`src/rtl/bus_log_ram_ctrl.sv`:
```
// bus_log_ram_ctrl: capture/readback controller for the bus logger trace RAM.
// The trace RAM is used as a circular pre-trigger buffer, and a programmable
// number of post-trigger entries are counted after the trigger. Capture always
// has priority on the single RAM port. Host reads get the port only in idle
// cycles.
// Optional feature macro: LOGCTRL_HOST_LIVE_READ_EN. When it is defined, host
// reads are also granted while capturing (ARMED/POST).
module bus_log_ram_ctrl #(
  parameter int ADDR_W = 12,
  parameter int DATA_W = 28
) (
  input  logic              clk,
  input  logic              reset,
  input  logic              arm,
  input  logic              trig,
  input  logic [ADDR_W-1:0] post_count,
  input  logic              cap_valid,
  input  logic [DATA_W-1:0] cap_data,
  output logic              cap_ready,
  input  logic              host_req,
  input  logic [ADDR_W-1:0] host_index,
  output logic              host_ack,
  output logic [DATA_W-1:0] host_rdata,
  output logic              host_rdata_en,
  output logic [1:0]        state,
  output logic              wrapped,
  output logic [ADDR_W:0]   level,
  output logic [ADDR_W-1:0] trig_addr,
  output logic [ADDR_W-1:0] ram_address,
  output logic              ram_valid,
  output logic              ram_write,
  output logic [DATA_W-1:0] ram_wdata,
  input  logic [DATA_W-1:0] ram_rdata,
  input  logic              ram_rdata_en
);

  typedef enum logic [1:0] {
    S_IDLE  = 2'd0,
    S_ARMED = 2'd1,
    S_POST  = 2'd2,
    S_DONE  = 2'd3
  } state_t;

  localparam logic [ADDR_W:0]   DEPTH = {1'b1, {ADDR_W{1'b0}}};
  localparam logic [ADDR_W-1:0] LAST  = '1;

  state_t              state_reg;
  logic [ADDR_W-1:0]   wptr_reg;
  logic [ADDR_W-1:0]   rem_reg;
  logic [ADDR_W-1:0]   trig_addr_reg;
  logic [ADDR_W:0]     level_reg;
  logic                wrapped_reg;

  // Read pipeline: s1 = RAM request cycle, s2 = RAM response cycle,
  // host_rdata_en_reg = data return cycle.
  logic                rd_s1_reg, rd_s2_reg;
  logic                oob_s1_reg, oob_s2_reg;
  logic                host_ack_reg;
  logic                host_rdata_en_reg;
  logic [DATA_W-1:0]   host_rdata_reg;
  logic                ram_valid_reg, ram_write_reg;
  logic [ADDR_W-1:0]   ram_address_reg;
  logic [DATA_W-1:0]   ram_wdata_reg;

  logic                trig_zero_drop;
  logic                cap_accept;
  logic                outstanding;
  logic                host_allowed;
  logic                grant;
  logic                rd_oob;
  logic [ADDR_W-1:0]   rd_addr;
  logic [ADDR_W-1:0]   rem_after_trig;

  // A trigger with zero post entries finishes the capture without taking the
  // same-cycle entry, so the handshake must refuse it as well.
  assign trig_zero_drop = (state_reg == S_ARMED) && trig && (post_count == '0);
  assign cap_ready      = !arm && !trig_zero_drop &&
                          ((state_reg == S_ARMED) ||
                           ((state_reg == S_POST) && (rem_reg != '0)));
  assign cap_accept     = cap_valid && cap_ready;
  assign outstanding    = rd_s1_reg || rd_s2_reg || host_rdata_en_reg;

`ifdef LOGCTRL_HOST_LIVE_READ_EN
  assign host_allowed = 1'b1;
`else
  // An arm cycle would move us into ARMED before the read is issued.
  assign host_allowed = !arm && ((state_reg == S_IDLE) || (state_reg == S_DONE));
`endif

  assign grant          = host_req && !cap_accept && !outstanding && host_allowed;
  // Index 0 is the oldest stored entry: slot 0 until the buffer wraps, then wptr.
  assign rd_addr        = (wrapped_reg ? wptr_reg : '0) + host_index;
  assign rd_oob         = ({1'b0, host_index} >= level_reg);
  assign rem_after_trig = post_count - ADDR_W'(cap_accept);

  // Capture FSM: pointers, level, wrap flag, trigger address and post counter.
  always_ff @(posedge clk or posedge reset) begin
    if (reset) begin
      state_reg     <= S_IDLE;
      wptr_reg      <= '0;
      rem_reg       <= '0;
      trig_addr_reg <= '0;
      level_reg     <= '0;
      wrapped_reg   <= 1'b0;
    end else if (arm) begin
      state_reg     <= S_ARMED;
      wptr_reg      <= '0;
      rem_reg       <= '0;
      trig_addr_reg <= '0;
      level_reg     <= '0;
      wrapped_reg   <= 1'b0;
    end else begin
      if (cap_accept) begin
        wptr_reg <= wptr_reg + 1'b1;
        if (level_reg != DEPTH) level_reg <= level_reg + 1'b1;
        if (wptr_reg == LAST) wrapped_reg <= 1'b1;
      end
      case (state_reg)
        S_ARMED: begin
          if (trig) begin
            trig_addr_reg <= wptr_reg;
            if (post_count == '0) begin
              rem_reg   <= '0;
              state_reg <= S_DONE;
            end else begin
              rem_reg   <= rem_after_trig;
              state_reg <= (rem_after_trig == '0) ? S_DONE : S_POST;
            end
          end
        end
        S_POST: begin
          if (cap_accept) begin
            rem_reg <= rem_reg - 1'b1;
            if (rem_reg == ADDR_W'(1)) state_reg <= S_DONE;
          end
        end
        default: ;
      endcase
    end
  end

  // RAM request register and host read pipeline; arm does not cancel a read.
  always_ff @(posedge clk or posedge reset) begin
    if (reset) begin
      ram_valid_reg     <= 1'b0;
      ram_write_reg     <= 1'b0;
      ram_address_reg   <= '0;
      ram_wdata_reg     <= '0;
      host_ack_reg      <= 1'b0;
      rd_s1_reg         <= 1'b0;
      rd_s2_reg         <= 1'b0;
      oob_s1_reg        <= 1'b0;
      oob_s2_reg        <= 1'b0;
      host_rdata_en_reg <= 1'b0;
      host_rdata_reg    <= '0;
    end else begin
      ram_valid_reg <= cap_accept || (grant && !rd_oob);
      ram_write_reg <= cap_accept;
      if (cap_accept) begin
        ram_address_reg <= wptr_reg;
        ram_wdata_reg   <= cap_data;
      end else if (grant && !rd_oob) begin
        ram_address_reg <= rd_addr;
      end
      host_ack_reg      <= grant;
      rd_s1_reg         <= grant;
      oob_s1_reg        <= rd_oob;
      rd_s2_reg         <= rd_s1_reg;
      oob_s2_reg        <= oob_s1_reg;
      host_rdata_en_reg <= rd_s2_reg;
      host_rdata_reg    <= (rd_s2_reg && !oob_s2_reg && ram_rdata_en) ? ram_rdata : '0;
    end
  end

  assign state         = state_reg;
  assign wrapped       = wrapped_reg;
  assign level         = level_reg;
  assign trig_addr     = trig_addr_reg;
  assign host_ack      = host_ack_reg;
  assign host_rdata    = host_rdata_reg;
  assign host_rdata_en = host_rdata_en_reg;
  assign ram_valid     = ram_valid_reg;
  assign ram_write     = ram_write_reg;
  assign ram_address   = ram_address_reg;
  assign ram_wdata     = ram_wdata_reg;

endmodule

```
`config.mk`:
```
export PLATFORM = sky130hd
export DESIGN_NAME = bus_log_ram_ctrl
export DESIGN_NICKNAME = d
export VERILOG_FILES = /design/src/rtl/bus_log_ram_ctrl.sv
export SDC_FILE = /design/constraint.sdc
export NUM_CORES = 1
export LEC_CHECK = 0
export BUFFER_PORTS_ARGS = -buffer_cell sky130_fd_sc_hd__buf_2
export CAP_MARGIN = 20
export CORE_MARGIN = 1.5
export CORE_UTILIZATION = 53
export DETAILED_ROUTE_END_ITERATION = 6
export HOLD_SLACK_MARGIN = 0.02
export PLACE_DENSITY_LB_ADDON = 0.1
export SLEW_MARGIN = 40
export SYNTH_ARGS = -nofsm -noshare
export SYNTH_HDL_FRONTEND = slang
export SYNTH_SLANG_ARGS = --single-unit
```
`constraint.sdc`:
```
create_clock -name clk -period 5.8 [get_ports clk]
set_clock_uncertainty 0.05 [all_clocks]
set_input_delay 1.16 -clock clk [delete_from_list [all_inputs] [get_ports clk]]
set_output_delay 1.16 -clock clk [all_outputs]
set_load 0.05 [all_outputs]
```
Yosys cells after proc, flatten, opt, wreduce, memory -nomap -nowiden
Index checks and enable logic that the tools add are counted.

Memories: 0. ROM bits: 0. Bits in writable memories: 0. Word-level logic and storage cells: 98. Latch bits: 0. Bits in registers: 127.

$add $sub $neg: 5. Reduce and logical (&&, ||, !) cells: 40. Equality and inequality tests: 9. $mul: 0. Shift-type cells: 0. Divide/modulo/power cells: 0. Order comparisons: 1. Bitwise gates (word level): 0. Multiplexer cells: 27.

Operators with widths (count): 12-bit two-way mux (12); 13-bit two-way mux (3); 28-bit two-way mux (1); 12-bit zero test (2); 12-bit one-hot mux with 2 select lines (1); 13-bit by 1-bit adder with 13-bit output (second input constant) (1); 12-bit by 13-bit greater-or-equal comparator with 1-bit output (1); 1-bit logical AND (13); 13-bit inequality test (second input constant) (1); 12-bit by 1-bit adder with 12-bit output (second input constant) (1); 12-bit adder (1); 12-bit by 1-bit equality test with 1-bit output (second input constant) (1); 12-bit equality test (second input constant) (1); 12-bit nonzero test (1); 2-bit nonzero test (6); 12-bit by 1-bit subtractor with 12-bit output (1); 12-bit by 1-bit subtractor with 12-bit output (second input constant) (1); 2-bit two-way mux (4); 1-bit zero test (6); 3-bit inequality test (second input constant) (2); 2-bit AND reduction (3); 1-bit logical OR (5); 1-bit two-way mux (5); 2-bit equality test (second input constant) (2); 7 further kinds (7).

Logic depth before layout (Yosys ltp)
Gate-level depths: netlist (run 1).

Depth after elaboration: 14. Mapped depth: 18.

Worst setup path after synthesis (run 1)
OpenSTA, ideal clock, no wires.

Kind: input to register. Start point: in post_count[4]. End point: reg state_reg[0] (netlist: state[0]). Setup time: 0.132 ns. Path slack: 1.848 ns. Data required time: 5.618 ns. Stages: 15. Buffers on the path: 3. Arrival time: 3.770 ns. Cell sequence: nor3_1 -> nand4_1 -> o221ai_4 -> inv_4 -> buf_6 -> buf_2 -> ha_1 -> ha_1 -> clkbuf_1 -> nand4_1 -> o21ai_0 -> a21oi_1 -> o21ai_0 -> a311oi_1 -> mux2i_1.

Word-level cells in the longest chain between the ends: 13. Elaborated cells between the ends (all ways): 15. Those cells by class: add/sub: 1; eq/ne: 1; mux: 5; reduce/logical: 8.

RTL lines: from (decl) (RTL line 16) `input logic [ADDR_W-1:0] post_count,`; 12-bit zero test * (RTL line 76) `assign trig_zero_drop = (state_reg == S_ARMED) && trig && (post_count == '0);`; 1-bit logical AND * (RTL line 76); 1-bit zero test * (RTL line 77) `assign cap_ready = !arm && !trig_zero_drop &&`; 1-bit logical AND * (2 in a row) (RTL line 77); 1-bit logical AND * (RTL line 80) `assign cap_accept = cap_valid && cap_ready;`; via cap_accept (RTL line 66) `logic cap_accept;`; 12-bit by 1-bit subtractor with 12-bit output (RTL line 94) `assign rem_after_trig = post_count - ADDR_W'(cap_accept);`; 12-bit zero test (RTL line 127) `state_reg <= (rem_after_trig == '0) ? S_DONE : S_POST;`; 1-bit two-way mux (RTL line 127); 1-bit two-way mux (RTL line 122) `if (post_count == '0) begin`; 2-bit two-way mux (RTL line 120) `if (trig) begin`; 2-bit one-hot mux with 2 select lines (RTL line 118) `case (state_reg)`; 2-bit two-way mux (RTL line 105) `end else if (arm) begin`; to (signal assigned) (RTL line 127); to (decl) (RTL line 47) `state_t state_reg;`.

Mark *: on every way through the listed nets, which the timed path passes. The rest lies on a longest branch. The select of a mux whose other input is x is not followed. A chain may end at the register's enable or synchronous reset.

Worst setup path in the final report (run 1)
Start point: in post_count[4]. End point: out cap_ready.

Word-level cells in the longest chain between the ends: 5.

RTL lines: 12-bit zero test (RTL line 76); 1-bit logical AND (RTL line 76); 1-bit zero test (RTL line 77); 1-bit logical AND (2 in a row) (RTL line 77); to (decl) (RTL line 19) `output logic cap_ready,`.

No other way between the ends.

==> flow_metrics.tcl, run 1 <==
set metrics [dict create \
    core-area_mm2 0.01216 \
    layout-drive-gt1-share_pct 27.38 \
    yosys.area.top_type_share_pct 47.48 \
    p_per_area_mw_per_mm2 354.2 \
    ys.flop_type "dfrtp_1" \
    drt_iter0_drc 450 \
    slowest_stage "nor3_1" \
    worst-slew-pin-transition_ns 0.7613 \
    vias 5676 \
    num_rows 40 \
    final-max-slew-violation-count 0 \
    path_class "in2out" \
    maxCapViolCount 0 \
    num_antenna_cells 0 \
    area_growth_pct 23.70 \
    wl_met2_um 8145 \
    insertion_delay_ns 0.42 \
    grt_pass1_wl_um 26630 \
    cts_tree "built" \
    crit_path_end_kind "primary output" \
    setup_viol 0 \
    netlist_area_mm2 0.006694 \
    grt.total_usage_pct 25.85 \
    yosysWarnings 0 \
    firstDrtPassIters 6 \
    nFillCells 1039 \
    hold_viol_final 0 \
    ys_ff_latch 127 \
    cts_max_level 4 \
    synthTopCellsByArea "dfrtp_1, nand2_1, ha_1" \
    dieArea_mm2 0.01331 \
    dpl.hpwl_um 11940 \
    path_cells "buf_2 -> nor3_1 -> nand4_1 -> o22a_2 -> nor2b_1 -> buf_2" \
    grt-ovfl-total 0 \
    synth_edf_count 0 \
    gp_congestion 0.8911 \
    cp.required_ns 4.59 \
    ys_top_cells_by_count "nand2_1, dfrtp_1, nor2_1" \
    path_clk_slew_ns 0.06 \
    clock-sinks 127 \
    vias_per_cell 5.305 \
    antenna_found_initial 0 \
    async_flop_share_pct 100.0 \
    synthesis.nets 832 \
    slew_headroom_pct 49.24 \
    top_layer_used "met4" \
    stdcell_area_mm2 0.008280 \
    wl_um 16700 \
    cts_hold_buf 0 \
    fp.dieW_um 115.4 \
    netlist-cell-type-count 67 \
    post_cts.repair.setup_buffers 0 \
    yosys.cell_count.top_type "nand2_1" \
    grt_setup_unrepaired "no" \
    ys_seq_area_share_pct 47.48 \
    pin_count 188 \
    yosysTopAreaCell "dfrtp_1" \
    path_delay_family "simple AND/OR/NAND/NOR gates" \
    die_h_um 115.4 \
    period_share_pct 71.50 \
    nNetsFinal 1010 \
    cp_num_buf_inv 2 \
    fin_crit_ns 4.147 \
    grt_start_max_net_pins 88 \
    leakagePower_uw 0.004291 \
    met3WireLength_um 1126 \
    peakVddDrop_uv 223.2 \
    cts_made_buffers 17 \
    critPathMostFrequentCell "buf_2" \
    wl_per_cell_um 15.61 \
    start_util_pct 55.04 \
    outcome "finished clean" \
    max_freq_ghz 0.2411 \
    path_max_fanout 7 \
    io_buffers 187 \
    dpl-instance-area_mm2 0.007691 \
    crit_arrival_ns 2.94 \
    wl_met1_um 7131 \
    grt_pass1_vias 5415 \
    synth_area_per_cell_um2 9.402 \
    cts.path.max_buffers 2 \
    min_path_type "reg2reg" \
    tns_ns 0 \
    route.detailed.drc 0 \
    antenna_left 0 \
    netlist_instances 712 \
    max_stage_delay_ns 0.57 \
    cp-start-kind "input port" \
    cts-root-buf "clkbuf_16" \
    cts_resized 0 \
]
## layer usage
| layer | GRT usage [%] | vias to the layer above |
|---|---|---|
| met1 | 33.33 | 2698 |
| met4 | 8.971 | 0 |
| li1 | - | 2753 |
| met5 | 0 | - |
| met2 | 42.96 | 199 |
| met3 | 5.957 | 26 |
## worst paths after layout
path | from | to | slack (ns) | cells after the start
min in group asynchronous | reset | host_rdata[19]$_DFF_PP0_ | 0.78 | 2
setup / recovery | post_count[4] | cap_ready | 1.65 | 6
setup reg to reg | rem_reg[0]$_DFFE_PP0P_ | rem_reg[10]$_DFFE_PP0P_ | 2.14 | 14
hold / removal | oob_s1_reg$_DFF_PP0_ | oob_s2_reg$_DFF_PP0_ | 0.30 | 0
max in group asynchronous | reset | trig_addr[7]$_DFFE_PP0P_ | 3.95 | 3
hold reg to reg | oob_s1_reg$_DFF_PP0_ | oob_s2_reg$_DFF_PP0_ | 0.30 | 0
## power by group
group / switching (uW) / internal, uW / total (uW) / leakage, uW
Clock: 405 / 655 / 1060 / 0.000286
Combinational: 601 / 208 / 810 / 0.00230
Sequential: 68.8 / 995 / 1060 / 0.00170
Total: 1080 / 1860 / 2930 / 0.00429
## cells in the final DEF, fill, tap and decap left out, types with 17 or more instances in the layout
cell and count:
xnor2_1 31, ha_1 32, clkbuf_16 17, buf_2 187
a21oi_1 38, nor2_1 61, nand2_1 146, dfrtp_1 127
o21ai_0 21, and2_1 41, inv_1 25
## final cells by class
class	instances	area, um2	area share [%]
multi-input combinational	525	3224	38.94
timing repair buffer	191	965.9	11.67
sequential	127	3178	38.38
inverter	28	115.1	1.390
tap	168	210.2	2.539
clock buffer	19	452.9	5.470
clock inverter	12	133.9	1.617
## metrics by stage
step                util (%)  instances  hold slack (ns)  total power [uW]  setup WS [ns]
global placement       63.22       1039           0.2817              1873          1.657
CTS                    68.07       1070           0.3061              2952          1.698
detailed placement     63.24       1039           0.2911              1887          1.577
floorplan                  -        712           0.2812              1684          1.206
finish                 68.09       1070           0.3046              2933          1.653
global route           68.09       1070           0.3090              3056          1.483
## logic make-up after synthesis
| kind of cell | share of synthesized area [%] |
|---|---|
| buf+inv | 4.355 |
| flops | 47.48 |
| fa+ha+maj | 6.280 |
| simple gates | 23.40 |
| xor+xnor | 5.888 |
| mux | 1.944 |
| compound gates | 10.65 |
## worst register-to-register path, cell delays in order, from the launching register on
cell and delay, ns:
dfrtp_1 0.45, inv_1 0.07, ha_1 0.23, or3b_1 0.31, o31a_4 0.21, o221ai_4 0.13, inv_4 0.39, ha_1 0.33
ha_1 0.30, nand3b_1 0.18, nor4b_1 0.39, xnor2_1 0.16, nor2_1 0.05, a21oi_1 0.18, a211oi_2 0.09
(Power assumes the default switching activity.)
==> run 2, diff against run 1 <==
--- a/config.mk
+++ b/config.mk
@@ -5,6 +5,7 @@
 export SDC_FILE = /design/constraint.sdc
 export NUM_CORES = 1
 export LEC_CHECK = 0
+export ABC_AREA = 1
 export BUFFER_PORTS_ARGS = -buffer_cell sky130_fd_sc_hd__buf_2
 export CAP_MARGIN = 20
 export CORE_MARGIN = 1.5
==> constraint.sdc (replaced) <==
create_clock -name clk -period 3.9 [get_ports clk]
set_clock_uncertainty 0.05 [all_clocks]
set_input_delay 0.78 -clock clk [delete_from_list [all_inputs] [get_ports clk]]
set_output_delay 0.78 -clock clk [all_outputs]
set_load 0.05 [all_outputs]
==> run 2 against run 1 <==
Against the previous run: global-route usage increased by 1.1 points; cell area increased by 6.1%; flip-flop and latch count unchanged; register-to-register slack got worse by 1.1 ns; clock power increased by 47%; total power increased by 85%; synthesized cell count increased by 29%; critical path depth increased by 4; critical path type is now reg2out; largest power group is now combinational logic.
==> flow_metrics.tcl, run 2 <==
set metrics [dict create \
    cp_num_buf_inv 3 \
    critPathMostFrequentCell "nand2_1" \
    dieArea_mm2 0.01398 \
    clock-sinks 127 \
    wl_um 18300 \
    setup_viol 0 \
    io_buffers 187 \
    post_cts.repair.setup_buffers 0 \
    nFillCells 1085 \
    cts.path.max_buffers 2 \
    cp.required_ns 3.07 \
    drt_iter0_drc 414 \
    num_rows 41 \
    worst-slew-pin-transition_ns 0.7505 \
    maxCapViolCount 0 \
    met3WireLength_um 1065 \
    layout-drive-gt1-share_pct 22.77 \
    cts_max_level 4 \
    final-max-slew-violation-count 0 \
    netlist_instances 915 \
    ys_top_cells_by_count "nand2_1, dfrtp_1, inv_1" \
    wl_met2_um 8760 \
    start_util_pct 55.11 \
    layout_common_cells "nand2_1, buf_2, dfrtp_1" \
    crit_path_end_kind "primary output" \
    synth_edf_count 0 \
    slew_headroom_pct 49.78 \
    yosysTopAreaCell "dfrtp_1" \
    dpl.hpwl_um 13610 \
    pin_count 188 \
    max_stage_delay_ns 0.42 \
    core-area_mm2 0.01277 \
    synthesis.nets 1035 \
    antenna_found_initial 2 \
    ys_seq_area_share_pct 45.15 \
    wl_met1_um 8215 \
    p_per_area_mw_per_mm2 617.7 \
    top_layer_used "met4" \
    cts_made_buffers 17 \
    final_common_cell "nand2_1" \
    firstDrtPassIters 7 \
    yosys.cell_count.top_type "nand2_1" \
    tns_ns 0 \
    utilization_pct 68.78 \
    wl_per_cell_um 14.14 \
    path_max_fanout 6 \
    peakVddDrop_uv 333.9 \
    grt_pass1_vias 6277 \
    period_share_pct 75.20 \
    vias 6554 \
    path_delay_family "simple AND/OR/NAND/NOR gates" \
    fin_crit_ns 2.933 \
    slowest_stage "dfrtp_1" \
    min_path_type "in2async" \
    synthTopCellsByArea "dfrtp_1, nand2_1, inv_1" \
    vias_per_cell 5.065 \
    grt_setup_unrepaired "no" \
    grt_start_max_net_pins 55 \
    cts_tree "built" \
    grt-ovfl-total 0 \
    netlist-cell-type-count 33 \
    grt_pass1_wl_um 30200 \
    async_flop_share_pct 100.0 \
    leakagePower_uw 0.004927 \
    yosys.area.top_type_share_pct 45.15 \
    cts_hold_buf 0 \
    regArea_mm2 0.003178 \
    grt.total_usage_pct 26.93 \
    multi_input_area_mm2 0.003292 \
    hold_viol_final 0 \
    cp-start-kind "flip-flop" \
    path_clk_slew_ns 0.06 \
    insertion_delay_ns 0.42 \
    yosysWarnings 0 \
    cts_resized 0 \
    netlist_area_mm2 0.007039 \
    synth_area_per_cell_um2 7.693 \
    ys_ff_latch 127 \
    area_growth_pct 24.81 \
    crit_arrival_ns 2.10 \
    max_freq_ghz 0.3410 \
    gp_congestion 0.9295 \
    die_h_um 118.2 \
    path_cells "inv_1 -> ha_1 -> nand2_2 -> nor2_4 -> nand2_1 -> nand2_1 -> nand2_2 -> nand2_1 -> inv_1 -> buf_2" \
    cts-root-buf "clkbuf_16" \
    nNetsFinal 1227 \
    antenna_left 0 \
    path_class "reg2out" \
    outcome "finished clean" \
    ys.flop_type "dfrtp_1" \
    route.detailed.drc 0 \
    fp.dieW_um 118.2 \
]
## run 2: changes by cell type after synthesis, moves of 8 or more
cell	previous run	this run
nor4_1	10	2
and2_1	41	1
nand4_1	7	18
mux2i_1	13	0
nand2_1	146	277
o21ai_0	21	35
inv_1	26	114
nor2_1	61	99
nand3_1	10	60
xor2_1	14	27
a21oi_1	38	25
xnor2_1	31	8
o21ai_2	1	10
## run 2: area by class of cell
cell class / count / area share [%]
multi-input combinational: 647 / 37.47
sequential: 127 / 36.17
timing repair buffer: 196 / 12.08
inverter: 118 / 5.084
clock buffer: 18 / 4.885
tap: 172 / 2.449
clock inverter: 14 / 1.809
antenna: 2 / 0.05696
## run 2: cell families after synthesis
family	Yosys count	synth area share, %
buffers and inverters	141	8.087
xor gates and xnor gates	35	4.355
and+or+nand+nor	493	29.51
adders and majority gates	33	5.972
AOI/OAI and AO/OA	86	6.932
DFF	127	45.15
## run 2: final timing paths
path	from	to	slack (ns)	cells after the start
max reg2reg	rem_reg[0]$_DFFE_PP0P_	level[11]$_DFFE_PP0P_	1.00	14
max	rem_reg[0]$_DFFE_PP0P_	cap_ready	0.97	10
min reg2reg	oob_s1_reg$_DFF_PP0_	oob_s2_reg$_DFF_PP0_	0.30	0
max in group asynchronous	reset	level[10]$_DFFE_PP0P_	2.81	4
min	reset	host_rdata[8]$_DFF_PP0_	0.26	2
min in group clk	oob_s1_reg$_DFF_PP0_	oob_s2_reg$_DFF_PP0_	0.30	0
## run 2: power by group
| part | switching, uW | internal (uW) | leakage, uW |
|---|---|---|---|
| sequential | 202 | 1600 | 0.00170 |
| clock | 613 | 952 | 0.000287 |
| combinational | 1550 | 511 | 0.00294 |
| total | 2360 | 3070 | 0.00493 |
## run 2: layer usage
layer  vias to the layer above  track usage (%)
met5                         -                0
li1                       3276                -
met1                      3035            35.43
met4                         0            10.21
met3                        21            4.923
met2                       222            44.26
## run 2: metrics by stage
stage	cell area, um2	power (uW)	setup slack (ns)	std cells	hold slack, ns
after floorplan	7043	3357	0.9616	915	0.2812
after global placement	8130	3857	0.8357	1256	0.2815
after detailed placement	8193	3876	0.8280	1260	0.2847
after CTS	8781	5459	0.9683	1292	0.2551
after global routing	8786	5714	0.6626	1294	0.2653
final	8786	5427	0.9673	1294	0.2613
## run 2: worst register-to-register path, stage by stage (launching register included)
cell and delay (ns):
dfrtp_1 0.42, inv_1 0.19, ha_1 0.25, nand2_2 0.10
nor2_4 0.15, nand2_1 0.07, nand2_1 0.07, nand2_2 0.08
nand3_4 0.09, buf_4 0.48, nand2_2 0.29, nand2_2 0.17
inv_2 0.19, nand2_1 0.13, o21ai_2 0.06
